==> config.mk <==
export PLATFORM = sky130hd
export DESIGN_NAME = ram_boot_sched
export DESIGN_NICKNAME = d
export VERILOG_FILES = /design/src/rtl/ram_boot_sched.sv
export SDC_FILE = /design/constraint.sdc
export NUM_CORES = 1
export LEC_CHECK = 0
export ABC_AREA = 0
export CAP_MARGIN = 20
export CORE_AREA = 3 3 60 62
export CTS_BUF_LIST = sky130_fd_sc_hd__clkbuf_4 sky130_fd_sc_hd__clkbuf_8
export DETAILED_ROUTE_END_ITERATION = 10
export DIE_AREA = 0 0 63 65
export GPL_TIMING_DRIVEN = 0
export PLACE_DENSITY = 0.89
export SLEW_MARGIN = 10
export SYNTH_ARGS = -nofsm -noshare
export SYNTH_HDL_FRONTEND = slang
export SYNTH_SLANG_ARGS = --single-unit
==> constraint.sdc <==
create_clock -name clk -period 3.1 [get_ports clk]
set_input_delay 0.62 -clock clk [delete_from_list [all_inputs] [get_ports clk]]
set_output_delay 0.62 -clock clk [all_outputs]
set_load 0.01 [all_outputs]
==> src/rtl/ram_boot_sched.sv <==
// rtl/ram_boot_sched.sv - RAM ownership sequencer for boot load, core run and debug halt
//
// Purpose: owns the single-port program/stack RAM. After reset it streams a
// program image from the loader port, then hands the RAM to the core. While
// the core is halted, the debug port owns the RAM until resume.
//
// Ports:
//   clk, rst_n                    clock, asynchronous active-low reset
//   ld_valid/ld_data/ld_last      loader word stream; ld_ready accepts it
//   core_addr/core_we/core_wdata  core RAM access; core_rdata read data back
//   hlt                           halt request level from the decoder
//   core_run                      core clock-enable
//   dbg_valid/dbg_we/dbg_addr/dbg_wdata  one-cycle debug access (HALT only)
//   dbg_rvalid/dbg_rdata          registered debug read response
//   dbg_resume                    return from HALT to RUN
//   ram_addr/ram_we/ram_wdata     RAM access, muxed by state
//   ram_rdata                     RAM combinational read data
//   state                         00 LOAD, 01 RUN, 10 HALT
//   ld_count                      number of words loaded so far
module ram_boot_sched #(
    parameter int ADDR_W   = 12,
    parameter int DATA_W   = 3,
    parameter int LOAD_LEN = 4096
) (
    input  logic              clk,
    input  logic              rst_n,
    input  logic              ld_valid,
    input  logic [DATA_W-1:0] ld_data,
    input  logic              ld_last,
    output logic              ld_ready,
    input  logic [ADDR_W-1:0] core_addr,
    input  logic              core_we,
    input  logic [DATA_W-1:0] core_wdata,
    output logic [DATA_W-1:0] core_rdata,
    input  logic              hlt,
    output logic              core_run,
    input  logic              dbg_valid,
    input  logic              dbg_we,
    input  logic [ADDR_W-1:0] dbg_addr,
    input  logic [DATA_W-1:0] dbg_wdata,
    output logic              dbg_rvalid,
    output logic [DATA_W-1:0] dbg_rdata,
    input  logic              dbg_resume,
    output logic [ADDR_W-1:0] ram_addr,
    output logic              ram_we,
    output logic [DATA_W-1:0] ram_wdata,
    input  logic [DATA_W-1:0] ram_rdata,
    output logic [1:0]        state,
    output logic [ADDR_W:0]   ld_count
);

    typedef enum logic [1:0] {
        S_LOAD   = 2'b00,
        S_RUN    = 2'b01,
        S_HALT   = 2'b10,
        S_UNUSED = 2'b11
    } state_t;

    localparam logic [ADDR_W:0] LAST_IDX = (ADDR_W+1)'(LOAD_LEN - 1);

    state_t              state_q;
    state_t              state_d;
    logic [ADDR_W:0]     ld_count_q;
    logic                dbg_rvalid_q;
    logic [DATA_W-1:0]   dbg_rdata_q;

    // The unused encoding is treated as HALT everywhere, so decode HALT from bit 1.
    logic is_load;
    logic is_run;
    logic is_halt;
    logic ld_accept;
    logic dbg_read;

    assign is_load   = (state_q == S_LOAD);
    assign is_run    = (state_q == S_RUN);
    assign is_halt   = state_q[1];
    assign ld_accept = is_load && ld_valid;
    assign dbg_read  = is_halt && dbg_valid && !dbg_we;

    always_comb begin
        state_d = state_q;
        case (state_q)
            S_LOAD: begin
                if (ld_accept && (ld_last || (ld_count_q == LAST_IDX))) begin
                    state_d = S_RUN;
                end
            end
            S_RUN: begin
                if (hlt) begin
                    state_d = S_HALT;
                end
            end
            default: begin
                if (dbg_resume) begin
                    state_d = S_RUN;
                end
            end
        endcase
    end

    always_ff @(posedge clk or negedge rst_n) begin
        if (!rst_n) begin
            state_q      <= S_LOAD;
            ld_count_q   <= '0;
            dbg_rvalid_q <= 1'b0;
            dbg_rdata_q  <= '0;
        end else begin
            state_q      <= state_d;
            dbg_rvalid_q <= dbg_read;
            if (ld_accept) begin
                ld_count_q <= ld_count_q + (ADDR_W+1)'(1);
            end
            if (dbg_read) begin
                dbg_rdata_q <= ram_rdata;
            end
        end
    end

    // RAM port mux; the core access in the cycle hlt is sampled still goes through.
    always_comb begin
        ram_addr  = ld_count_q[ADDR_W-1:0];
        ram_we    = ld_valid;
        ram_wdata = ld_data;
        if (is_run) begin
            ram_addr  = core_addr;
            ram_we    = core_we;
            ram_wdata = core_wdata;
        end else if (is_halt) begin
            ram_addr  = dbg_addr;
            ram_we    = dbg_valid && dbg_we;
            ram_wdata = dbg_wdata;
        end
    end

    assign core_rdata = ram_rdata;
    assign ld_ready   = is_load;
    assign core_run   = is_run;
    assign dbg_rvalid = dbg_rvalid_q;
    assign dbg_rdata  = dbg_rdata_q;
    assign state      = state_q;
    assign ld_count   = ld_count_q;

endmodule

; ---- Yosys cells after proc, flatten, opt, wreduce, memory -nomap -nowiden
; Index checks and enable logic that the tools add are counted.
[totals]
out_inout_bits = 40
ff_bits = 19
wordCells = 29
input_bits = 45
[classes]
n_eq_ne = 4
muxes = 10
reduce_logical = 10
add_sub_neg = 1
[op_table]
columns = op, n
row1 = $mux W12, 2
row2 = $add A13 B1 Y13 const B, 1
row3 = $eq A13 B12 Y1 const B, 1
row4 = $mux W2, 3
row5 = $mux W3, 2
row6 = $logic_and A1 B1 Y1, 5
row7 = $pmux W2 S2, 1
row8 = $reduce_and A3 Y1, 1
row9 = $reduce_bool A3 Y1, 1
row10 = $eq A2 B1 Y1 const B, 1
row11 = $logic_not A2 Y1, 1
row12 = $mux W1, 2
row13 = $ne A2 B1 Y1 const B, 1
row14 = $ne A2 B2 Y1 const B, 1
row15 = $logic_not A1 Y1, 1
row16 = $logic_or A1 B1 Y1, 1

; ---- Logic depth before layout (Yosys ltp)
[depth]
word_depth = 5
ltp_mapped = 4
ltp_nobuf = 4

; ---- Least setup slack after synthesis
; No wires, ideal clock.
[synth_timing]
path_kind = register to output
start = reg state_q[0] (netlist: state[0])
end = out ram_addr[0]
required_ps = 2480
slack_ps = 1234
n_path_buf = 1
stages_incl_launch_ff = 4
arrival_time_ps = 1246
path_cell_list = dfrtp_1 > buf_1 > mux2i_1 > o21ai_1
[synth_between]
elab_chain_cells = 2
[synth_rtl]
columns = element, line_no
row1 = from (decl), 61  ; state_t state_q;
row2 = from (signal assigned), 108  ; state_q <= state_d;
row3 = $eq A2 B1 Y1, 75  ; assign is_run = (state_q == S_RUN);
row4 = $mux W12, 124  ; if (is_run) begin
row5 = to (decl), 44  ; output logic [ADDR_W-1:0] ram_addr,
; No other way between the ends.

; ---- Final worst setup path
[layout_timing]
start = reg state_q[0] (netlist: state[0])
end = out ram_addr[2]
; Same word-level chain as after synthesis.

==> run metrics <==
slowest CP cell buf_1; Post-synth EDFFs 0; initial DRC count 58; synthesized flop and latch total 19; Final Hold Vio Count 0; share of layout cells above drive strength 1 6.91%; max capacitance violation total 0; CTS Hold Buffers Added 0; crit-path cells buf_1 -> mux2i_1 -> o21ai_1 -> clkdlybuf4s50_1; ranking of synthesized cells by area dfrtp_1, mux2i_1, o21ai_1, xor2_1, nand2_1; slowest stage delay, CP 610 ps; Setup Viol. Count Final 0; Clk network pwr share 7.3%; CTS buffer count 3; area leader, netlist dfrtp_1; commonest register cell after synthesis dfrtp_1; CP Max Fanout 10; n_diodes 0; Clock Skew 3.63 ps; xor-xnor portion of the synthesized cell area 8.61%; Min-Delay Path Class register to register; drt wl/cell 15.1 um; Post-synth top cells dfrtp_1, nand2_1, o21ai_1, mux2i_1, xor2_1; final net count 264; Slew Limit Fails 0; crit path DAT 2260 ps; power share of the combinational group 66.1%; Flop pwr share 26.5%; iteration count of the initial detailed-routing pass 4; Die Ht 65 um; Vias 1284; HPWL after DPL 3110 um; Clock Pin Slew Worst Setup and Hold Paths 110 ps; fmax 0.348 GHz; largest family of logic cells by synthesized area simple AND/OR/NAND/NOR gates; antenna-violating nets left 0; dpl cells 257; crit start category register; status completed; Tightest Pin Transition 827 ps; min Tclk post-route 2880 ps; Cell Area, Synth 0.00122 mm2; Post-Syn Nets 175; clk_lat worst skew 290 ps; initial antenna violation count 0; P per Cell Area 780 mW/mm2; Compound-Gate Fraction of Synth Area 7.79%; largest net degree at the start of global routing 20; die width 63 um; Worst Path Required 2480 ps; Die ar. 0.00410 mm2; peak supply drop 0.000608 V; PortBufs 84; DRC errors left 0; setup repair bufs after CTS 0; core area 0.00308 mm2; area share of the largest cell type after synthesis 38.9%; Congestion Overflow GR 0; Yosys warnings 0; syn_area_per_cell 9.47 um2; Sum Neg Setup Slack 0 ps; crit path kind register to output pin; Via density 4.92; fraction of the mapped netlist area in adder cells 1.02%; Leak Pwr 0.898 nW; Internal 0.987 mW; sw frac 41.0%; Cell variety after synth 28; P&R area growth vs syn 75.8%; H-tree levels 1; Layout Cells excl Fill 261; vias in the first global route 1395; mux contribution to synthesized area 17.7%; row count 20; clock root buffer clkbuf_4; clk sink count 19; Longest Clk Path Bufs 2; Post-synth ARST share 100%; initial core utilization 39.7%; Gate Count Post-Synth 129; Overall Global Routing Usage 20.8%; Slew Limit Headroom 44.7%; first-pass GRT wire length 6790 um; Final Routed Wirelength 3940 um; GPL Wtd Cong 0.770; CP Capture Type output pin; Synth Area in Simple Gates 20.7%; Final period util 92.8%; CTS tree built; # IOs 85; sequential-to-total area share from yosys stat 38.9%; RSZ-0062 raised after global routing false; NetSw 0.687 mW
cells in the final DEF, fill, tap and decap left out, types with 2 or more instances in the layout:
cell | synthesis | final
mux2_1 | 4 | 4
nor3_1 | 4 | 4
clkbuf_4 | 0 | 3
nor2_1 | 4 | 4
xor2_1 | 10 | 10
buf_4 | 3 | 3
clkbuf_2 | 0 | 2
dfrtp_1 | 19 | 19
nand3b_1 | 2 | 2
nand2_1 | 19 | 19
xnor2_1 | 2 | 2
nand3_1 | 4 | 4
buf_1 | 4 | 2
clkdlybuf4s50_1 | 0 | 84
nor4_2 | 2 | 2
nand4_1 | 4 | 4
o21ai_1 | 18 | 18
mux2i_1 | 16 | 16
clkbuf_1 | 2 | 2
power by group through the flow:
stage | Combinational (mW) | Sequential (mW) | Clock, mW
2_1_floorplan | 0.496 | 0.451 | 0
3_3_place_gp | 1.09 | 0.438 | 0
3_5_place_dp | 1.11 | 0.443 | 0
4_1_cts | 1.12 | 0.439 | 0.127
5_1_grt | 1.21 | 0.458 | 0.139
6_report | 1.11 | 0.444 | 0.123
critical path: cells and delay by family (launching register included):
| kind | cells | cell delay [ps] |
|---|---|---|
| AOI/OAI and AO/OA | 1 | 180 |
| buffers and inverters | 2 | 1170 |
| DFF | 1 | 450 |
| muxes | 1 | 170 |
per-stage QoR:
step	hold WS (ps)	area [um2]	setup WS, ps	total power [mW]	util (%)
after floorplan	324	1220	1230	0.948	-
after global placement	476	2120	477	1.53	68.8
after detailed placement	476	2120	435	1.55	68.8
after CTS	498	2140	96.5	1.68	69.7
after global routing	515	2150	78.9	1.80	69.8
final	500	2150	224	1.67	69.8
routing by layer:
layer / track usage (%) / routed length [um]
met1: 28.0 / 1790
met2: 32.8 / 1840
met3: 4.68 / 271
met4: 6.89 / 45
met5: 0 / 0
worst paths after layout:
| kind | from | to | slack [ps] | cells past startpoint |
|---|---|---|---|---|
| max | state[0]$_DFFE_PN0P_ | ram_addr[2] | 220 | 4 |
| min | ld_count[12]$_DFFE_PN0P_ | ld_count[12]$_DFFE_PN0P_ | 500 | 1 |
| max reg2reg | ld_count[1]$_DFFE_PN0P_ | state[0]$_DFFE_PN0P_ | 1340 | 4 |
| min reg2reg | ld_count[12]$_DFFE_PN0P_ | ld_count[12]$_DFFE_PN0P_ | 500 | 1 |
| max in group asynchronous | rst_n | ld_count[0]$_DFFE_PN0P_ | 1800 | 1 |
| min in group asynchronous | rst_n | ld_count[1]$_DFFE_PN0P_ | 790 | 1 |
area by class of cell:
| class | count | area [um2] |
|---|---|---|
| timing repair buffer | 84 | 841 |
| sequential | 19 | 475 |
| buffer | 10 | 58.8 |
| clock inverter | 1 | 5.00 |
| inverter | 2 | 7.51 |
| clock buffer | 3 | 22.5 |
| multi-input combinational | 98 | 682 |
| fill | 258 | 931 |
| tap | 44 | 55.1 |
cell families (layout without fill, tap and decap cells):
kind of cell,Yosys count,in the layout
compound gates,19,19
mux,21,21
flops,19,19
buf+inv,12,100
fa+ha+maj,1,1
xor+xnor,12,12
simple gates,45,45
sequential cells by signal (all words and copies together) (netlist names):
register	cells
state	2
ld_count	13
dbg_rvalid	1
dbg_rdata	3
repair_timing:
action | in CTS | in global routing
endpoints found under the hold margin | 0 | 0
gates resized for setup | 0 | 2
setup endpoints to repair | 0 | 8
Power figures use the tool's default switching activity.
